===== src/rtl/memwb_skid_stage.sv =====
// rtl/memwb_skid_stage.sv - MEM/WB pipeline stage with 2-entry skid buffer, flush, x0 gate and stall counter
module memwb_skid_stage #(
    parameter int DATA_W        = 32,
    parameter int REG_ADDR_W    = 5,
    parameter int ZERO_REG_GATE = 1,
    parameter int CNT_W         = 16
) (
    input  logic                  clk_i,
    input  logic                  rst_i,
    input  logic                  in_valid_i,
    output logic                  in_ready_o,
    input  logic                  RegWrite_i,
    input  logic                  MemtoReg_i,
    input  logic [DATA_W-1:0]     addr_i,
    input  logic [DATA_W-1:0]     Read_data_i,
    input  logic [REG_ADDR_W-1:0] rd_i,
    input  logic                  flush_i,
    output logic                  out_valid_o,
    input  logic                  out_ready_i,
    output logic                  RegWrite_o,
    output logic                  MemtoReg_o,
    output logic [DATA_W-1:0]     addr_o,
    output logic [DATA_W-1:0]     Read_data_o,
    output logic [REG_ADDR_W-1:0] rd_o,
    output logic [DATA_W-1:0]     fwd_data_o,
    output logic                  fwd_valid_o,
    output logic [CNT_W-1:0]      stall_cnt_o
);

    typedef struct packed {
        logic                  rw;
        logic                  m2r;
        logic [DATA_W-1:0]     addr;
        logic [DATA_W-1:0]     rdata;
        logic [REG_ADDR_W-1:0] rd;
    } bundle_t;

    // State bits are {main_valid, skid_valid}.
    typedef enum logic [1:0] {
        EMPTY = 2'b00,
        ONE   = 2'b10,
        TWO   = 2'b11
    } state_t;

    state_t     state, state_nx;
    bundle_t    in_b, main_q, skid_q;
    logic       main_valid, skid_valid, accept, consume;
    logic       load_main_in, load_main_skid, load_skid;
    logic [CNT_W-1:0] stall_cnt;

    assign main_valid = state[1];
    assign skid_valid = state[0];
    assign in_ready_o = ~skid_valid;
    assign accept     = in_valid_i & ~skid_valid;
    assign consume    = main_valid & out_ready_i;
    assign in_b       = '{rw: RegWrite_i, m2r: MemtoReg_i, addr: addr_i,
                          rdata: Read_data_i, rd: rd_i};

    always_comb begin
        state_nx       = state;
        load_main_in   = 1'b0;
        load_main_skid = 1'b0;
        load_skid      = 1'b0;
        unique case (state)
            EMPTY: begin
                if (accept) begin
                    load_main_in = 1'b1;
                    state_nx     = ONE;
                end
            end
            ONE: begin
                if (accept && !consume) begin
                    load_skid = 1'b1;
                    state_nx  = TWO;
                end else if (accept && consume) begin
                    load_main_in = 1'b1;
                end else if (consume) begin
                    state_nx = EMPTY;
                end
            end
            TWO: begin
                if (consume) begin
                    load_main_skid = 1'b1;
                    state_nx       = ONE;
                end
            end
            default: state_nx = EMPTY;
        endcase
        if (flush_i) begin
            state_nx = EMPTY;
        end
    end

    always_ff @(posedge clk_i) begin
        if (rst_i) begin
            state <= EMPTY;
        end else begin
            state <= state_nx;
        end
    end

    // Flush keeps stale data but must drop the writeback enable.
    always_ff @(posedge clk_i) begin
        if (rst_i) begin
            main_q <= '0;
            skid_q <= '0;
        end else if (flush_i) begin
            main_q.rw <= 1'b0;
        end else begin
            if (load_main_in) begin
                main_q <= in_b;
            end else if (load_main_skid) begin
                main_q <= skid_q;
            end
            if (load_skid) begin
                skid_q <= in_b;
            end
        end
    end

    always_ff @(posedge clk_i) begin
        if (rst_i) begin
            stall_cnt <= '0;
        end else if (in_valid_i && skid_valid && (stall_cnt != {CNT_W{1'b1}})) begin
            stall_cnt <= stall_cnt + {{(CNT_W-1){1'b0}}, 1'b1};
        end
    end

    assign out_valid_o = main_valid;
    assign RegWrite_o  = (ZERO_REG_GATE != 0) ? (main_q.rw & (|main_q.rd)) : main_q.rw;
    assign MemtoReg_o  = main_q.m2r;
    assign addr_o      = main_q.addr;
    assign Read_data_o = main_q.rdata;
    assign rd_o        = main_q.rd;
    assign fwd_data_o  = main_q.m2r ? main_q.rdata : main_q.addr;
    assign fwd_valid_o = main_valid & RegWrite_o;
    assign stall_cnt_o = stall_cnt;

endmodule


===== config.mk =====
export PLATFORM = sky130hd
export DESIGN_NAME = memwb_skid_stage
export DESIGN_NICKNAME = d
export VERILOG_FILES = /design/src/rtl/memwb_skid_stage.sv
export SDC_FILE = /design/constraint.sdc
export NUM_CORES = 1
export LEC_CHECK = 0
export CORE_MARGIN = 1
export CORE_UTILIZATION = 49
export CTS_CLUSTER_DIAMETER = 40
export DETAILED_ROUTE_END_ITERATION = 8
export HOLD_SLACK_MARGIN = 0.03
export PLACE_DENSITY = 0.8
export SETUP_SLACK_MARGIN = 0.2
export SLEW_MARGIN = 20
export SYNTH_ARGS = -nofsm -noshare
export SYNTH_HDL_FRONTEND = slang
export SYNTH_SLANG_ARGS = --single-unit

===== constraint.sdc =====
create_clock -name clk_i -period 2.17 [get_ports clk_i]
set_input_delay 0.434 -clock clk_i [delete_from_list [all_inputs] [get_ports clk_i]]
set_output_delay 0.434 -clock clk_i [all_outputs]
set_load 0.1 [all_outputs]

==> summary.txt, run 1 <==
Worst setup path
  • Worst Reg2Reg Path Length in Cells: 7
  • CP peak stage delay: 0.35 ns
  • CP cell instances: nor4_4 -> a21boi_4 -> and2_4 -> buf_12
  • Reg-to-reg endpoint: addr_o[26]$_SDFFE_PP0P_
  • Crit path kind: reg -> out
  • CP Data Required Time: 1.74 ns
  • Flop-to-flop setup slack: 0.29 ns
  • Worst setup SP type: flip-flop
  • RR Startpoint: state[0]$_SDFFE_PP0P_
  • Crit-path slowest cell: dfxtp_4
  • WP data arrival: 1.52 ns
  • Critical Path Fanout Max: 3
  • Crit end category: primary output

Synth
  • Async SR Flop Fraction: 0
  • Post-synthesis cell count: 1054
  • EDFF count, synth: 0
  • Top cell type's share of synthesized area: 0.409
  • Largest area contributor in the netlist: dfxtp_1
  • Syn Nets: 1135
  • Register area share after synthesis: 0.409
  • Synth area leaders: dfxtp_1 41%, nand2_1 12%, a21oi_1 9.5%
  • Mapped Area: 0.00783 mm^2
  • Library cells used by synthesis: 42
  • Ys flop type: dfxtp_1
  • Synth Register Bits: 160
  • Syn Area/Cell: 7.43 um^2
  • Synth Warn #: 0

Cells and area
  • Most frequent cells in the layout: 251 x nand2_1, 139 x dfxtp_1, 136 x a21oi_1
  • Final #Nets: 1232
  • Antenna Cells: 0
  • Most common cell after layout, fill and taps aside: nand2_1
  • Fin area: 0.0110 mm^2
  • Synth-to-Final Area Change: 40.0%
  • Layout cells sized above 1: 0.232

Placed design
  • Setup slack at placement: -0.156 ns
  • GPL Wtd Cong: 0.806
  • Port bufs: 197
  • Detailed placement HPWL: 13500 um
  • Dpl cell area: 0.0102 mm^2

Clocking
  • Maximum clock path buffer count: 2
  • CTS clk-pin slew, worst paths: 0.06 ns
  • CTS tree: built
  • CTS root buffer: clkbuf_16
  • Num CTS Buffers: 17
  • Post-CTS Hold Fix Bufs: 0
  • H-Tree Depth: 4
  • Clock Latency Late Sink: 0.42 ns
  • Clock sinks: 160

Route
  • Wire per inst: 15.5 um
  • WL final: 21300 um
  • DR vias/cell: 5.38
  • DRC: 0
  • Drt first pass iters: 7
  • 1st-iter DRT viols: 634
  • Routed vias: 7393
  • Remaining antenna violation count: 0

Worst hold path
  • Hold_sp: rst_i
  • Hold Path Class: in -> reg
  • WHS Path Cells: 2
  • Hold EP: stall_cnt_o[8]$_SDFFE_PP0P_

Die
  • Cell row count: 45
  • Die Ht: 128 um
  • Top-Level Pins: 198
  • Die Area: 0.0165 mm^2
  • Die X: 128 um
  • Starting density of the core: 0.509
  • Core ar.: 0.0154 mm^2

Run status
  • Outcome: finished, final reports clean

STA
  • Worst relative slew slack: 0.671
  • RSZ-0062 raised after global routing: yes
  • Worst-margin pin slew: 0.494 ns
  • Final period util: 0.900
  • Final min period: 1.95 ns
  • Max-slew violation count: 0
  • Final WS setup: 0.218 ns
  • Final setup fails: 0
  • Clk_skew: 0.00763 ns
  • Max Freq: 0.512 GHz
  • Fin. Hold Viols: 0

Pwr
  • PD cells: 806 mW/mm^2
  • Leakage Power: 4.09 nW
  • Peak VDD IR: 0.000510 V

Run
  • Total of max-cap violations: 0

GRT
  • GRT Util Overall: 0.257
  • Initial antenna violation count: 0
  • First-pass GRT wire length: 33500 um
  • Grt total ovfl: 0
  • Largest net degree at the start of global routing: 91
  • Vias in the first global route: 6773
-- state kept, by name, summed over array words and instances (netlist names) --
name / count
skid_q: 71
Read_data_o: 32
addr_o: 32
stall_cnt_o: 16
rd_o: 5
state: 2
MemtoReg_o: 1
main_q: 1
-- layer usage --
| metal | track usage | vias to the layer above | wire (um) | share of wire |
|---|---|---|---|---|
| li1 | - | 3679 | - | - |
| met2 | 0.425 | 231 | 10100 | 0.48 |
| met3 | 0.0578 | 38 | 1340 | 0.063 |
| met1 | 0.321 | 3445 | 9320 | 0.44 |
| met5 | 0 | - | 0 | 0 |
| met4 | 0.113 | 0 | 512 | 0.024 |
-- how the worst max path moves through the flow --
stage	start	to	slack [ns]	cells after the start
2_1_floorplan	state[0]$_SDFFE_PP0P_	Read_data_o[10]$_SDFFE_PP0P_	-0.06	8
3_3_place_gp	in_valid_i	stall_cnt_o[14]$_SDFFE_PP0P_	-0.09	6
6_report	rd_o[4]$_SDFFE_PP0P_	fwd_valid_o	0.22	4
5_1_grt	rd_o[4]$_SDFFE_PP0P_	fwd_valid_o	0.16	4
4_1_cts	rd_o[2]$_SDFFE_PP0P_	fwd_valid_o	0.15	4
3_5_place_dp	in_valid_i	addr_o[26]$_SDFFE_PP0P_	-0.16	6
-- worst max-delay path: cells and delay by family, from the launching register on --
kind,cells,cell delay [ns]
AOI/OAI and AO/OA,1,0.10
and+or+nand+nor,2,0.49
DFF,1,0.35
buffers and inverters,1,0.16
-- power by group --
group / switching [W] / internal, W / leakage [nW]
Clock: 0.00116 / 0.00195 / 0.293
Combinational: 0.00178 / 0.000789 / 2.48
Sequential: 0.000101 / 0.00306 / 1.32
Total: 0.00305 / 0.00579 / 4.09
-- per-stage QoR --
step | power (W) | std cells | utilization | setup TNS, ns | hold WS, ns
3_5_place_dp | 0.00574 | 1339 | 0.665 | -7.97 | 0.454
2_1_floorplan | 0.00515 | 1054 | - | -1.48 | 0.436
4_1_cts | 0.00887 | 1372 | 0.709 | 0 | 0.348
3_3_place_gp | 0.00572 | 1339 | 0.665 | -4.76 | 0.445
5_1_grt | 0.00914 | 1374 | 0.713 | 0 | 0.364
6_report | 0.00884 | 1374 | 0.713 | 0 | 0.366
-- timing repair --
item                                    4_1_cts  5_1_grt
gates cloned                                  1        1
gates resized for setup                       4        9
endpoints found under the setup margin       21      102
buffers inserted                              1        1
pin swaps                                     2        3
-- cell families after synthesis --
logic type / Yosys count / share of synthesized area
and+or+nand+nor: 382 / 0.202
DFF: 160 / 0.409
xor gates and xnor gates: 2 / 0.00224
adders and majority gates: 5 / 0.00799
buffers and inverters: 227 / 0.144
muxes: 8 / 0.0112
AOI/OAI and AO/OA: 270 / 0.223
-- synthesized netlist by cell type (3+ instances only) --
master and number:
nand2_1 251, dfxtp_1 160, a21oi_1 148, nor2_1 83, inv_1 75, o311a_1 71, buf_4 69, clkbuf_1 55
o21ai_0 37, buf_1 14, buf_2 14, nand3_1 8, mux2_2 6, nand4_1 6, nor2b_1 6, ha_1 5
o31ai_1 5, or3_1 5, or4_1 4, nor3_1 3
-- final cells by class --
cell class	instances	area [um^2]
clock buffers	21	450
fillers	1172	4410
flip-flops and latches	160	3250
well taps	211	264
inverters	75	285
repair buffers	230	2550
multi-input cells	667	4000
clock inverters	10	160
No activity file was read; power rests on OpenSTA's default activity.
==> run 2: changes to the inputs <==
clock period = 2.3 ns   (was 2.17 ns; I/O delays follow)
==> run 2 against run 1 <==
Net effect: setup slack improved by 0.032 ns; die area unchanged; critical path depth unchanged; cell count about the same; wire length decreased by 1.1%.
==> summary.txt, run 2 (synthesis results as in run 1) <==
STA
  • Final setup fails: 0
  • Worst relative slew slack: 0.658
  • Final period util: 0.891
  • Fin. Hold Viols: 0
  • Worst-margin pin slew: 0.508 ns
  • Max Freq: 0.488 GHz
  • Final min period: 2.05 ns
  • Clk_skew: 0.00656 ns
  • Max-slew violation count: 0
  • RSZ-0062 raised after global routing: no

Clocking
  • Clock Latency Late Sink: 0.42 ns
  • Maximum clock path buffer count: 2
  • CTS tree: built
  • Num CTS Buffers: 17
  • Clock sinks: 160
  • H-Tree Depth: 4
  • CTS clk-pin slew, worst paths: 0.06 ns
  • CTS root buffer: clkbuf_16

Worst setup path
  • Reg-to-reg endpoint: Read_data_o[10]$_SDFFE_PP0P_
  • Worst setup SP type: flip-flop
  • Critical Path Fanout Max: 3
  • Crit end category: primary output
  • Flop-to-flop setup slack: 0.34 ns
  • Worst Reg2Reg Path Length in Cells: 6
  • CP Data Required Time: 1.84 ns
  • RR Startpoint: state[0]$_SDFFE_PP0P_
  • WP data arrival: 1.59 ns
  • Crit path kind: reg -> out

GRT
  • First-pass GRT wire length: 33300 um
  • Grt total ovfl: 0
  • Vias in the first global route: 6710
  • Initial antenna violation count: 0
  • Largest net degree at the start of global routing: 75
  • GRT Util Overall: 0.257

Run
  • Total of max-cap violations: 0

Worst hold path
  • Hold Path Class: in -> reg
  • Hold_sp: rst_i
  • WHS Path Cells: 2
  • Hold EP: stall_cnt_o[8]$_SDFFE_PP0P_

Cells and area
  • Most common cell after layout, fill and taps aside: nand2_1
  • Final design utilization: 0.701
  • Fin area: 0.0108 mm^2
  • Final #Nets: 1230
  • Antenna Cells: 0
  • Synth-to-Final Area Change: 37.5%
  • Largest register FFs: 71
  • Layout cells sized above 1: 0.225
  • Largest reg by FF count: skid_q
  • Fillers: 1244
  • Most frequent cells in the layout: 251 x nand2_1, 142 x a21oi_1, 140 x dfxtp_1

Route
  • Remaining antenna violation count: 0
  • Wire per inst: 15.3 um
  • DR vias/cell: 5.35
  • DRC: 0
  • Drt first pass iters: 5
  • WL final: 21100 um
  • 1st-iter DRT viols: 568
  • Routed vias: 7349

Die
  • Die Ht: 128 um
  • Core ar.: 0.0154 mm^2
  • Die X: 128 um
  • Top-Level Pins: 198
  • Die Area: 0.0165 mm^2
  • Starting density of the core: 0.509
  • Cell row count: 45

Placed design
  • Detailed placement HPWL: 13600 um
  • Port bufs: 197
  • Dpl cell area: 0.0102 mm^2
  • GPL Wtd Cong: 0.831

Pwr
  • Peak VDD IR: 0.000557 V
  • Leakage Power: 4.02 nW
  • Final Total Pwr: 0.00811 W
  • PD cells: 753 mW/mm^2

Run status
  • Outcome: finished, final reports clean
-- run 2: cell types whose count changed in the layout (fill, tap and decap cells not counted), moves of 2 or more --
cell,previous run,this run
clkinv_2,2,5
dfxtp_4,10,3
a21oi_2,12,6
clkinvlp_4,3,5
buf_16,3,0
bufinv_16,4,2
dfxtp_2,11,17
a21oi_1,136,142
-- run 2: worst max-delay path by stage --
stage | slack [ns] | cells after the start | endpoint | from
finish | 0.25 | 4 | fwd_valid_o | rd_o[0]$_SDFFE_PP0P_
global route | 0.20 | 4 | fwd_valid_o | rd_o[0]$_SDFFE_PP0P_
CTS | 0.13 | 4 | fwd_valid_o | rd_o[4]$_SDFFE_PP0P_
detailed placement | -0.04 | 6 | addr_o[11]$_SDFFE_PP0P_ | in_valid_i
global placement | -0.001 | 6 | addr_o[0]$_SDFFE_PP0P_ | in_valid_i
floorplan | 0.07 | 8 | Read_data_o[10]$_SDFFE_PP0P_ | state[0]$_SDFFE_PP0P_
-- run 2: per-layer routing --
| metal | global-route usage | routed length, um | vias to the layer above |
|---|---|---|---|
| met3 | 0.0732 | 1380 | 24 |
| met4 | 0.0824 | 323 | 0 |
| met2 | 0.447 | 10500 | 207 |
| met5 | 0 | 0 | - |
| met1 | 0.306 | 8880 | 3447 |
| li1 | - | - | 3671 |
-- run 2: area by class of cell --
| type | instances | area, um^2 | area share |
|---|---|---|---|
| clock inverters | 11 | 115 | 0.0107 |
| flip-flops and latches | 160 | 3240 | 0.300 |
| repair buffers | 228 | 2470 | 0.229 |
| inverters | 75 | 285 | 0.0265 |
| multi-input cells | 667 | 3950 | 0.367 |
| well taps | 211 | 264 | 0.0245 |
| clock buffers | 21 | 450 | 0.0418 |
-- run 2: repair_timing --
action	4_1_cts	5_1_grt
setup buffers	2	0
pin swaps	0	1
resized for setup	1	2
hold buffers	0	0
hold endpoints to repair	0	0
endpoints found under the setup margin	29	1
-- run 2: report_power, final --
part           leakage [nW]  internal, W  switching, W
Sequential             1.31      0.00289      0.000100
Clock                 0.269      0.00162       0.00112
Combinational          2.43     0.000724       0.00166
Total                  4.02      0.00523       0.00288
-- run 2: critical path, stage by stage, from the launching register on --
cell	delay (ns)
dfxtp_1	0.36
nor4_4	0.33
a21boi_4	0.10
and2_2	0.21
buf_12	0.16
-- run 2: stage by stage --
stage	cells	TNS, ns	setup slack [ns]	hold WS [ns]
floorplan	1054	0	0.0654	0.434
global placement	1339	-0.00227	-0.00129	0.443
detailed placement	1339	-0.459	-0.0394	0.447
CTS	1373	0	0.127	0.400
global route	1373	0	0.201	0.424
finish	1373	0	0.250	0.419
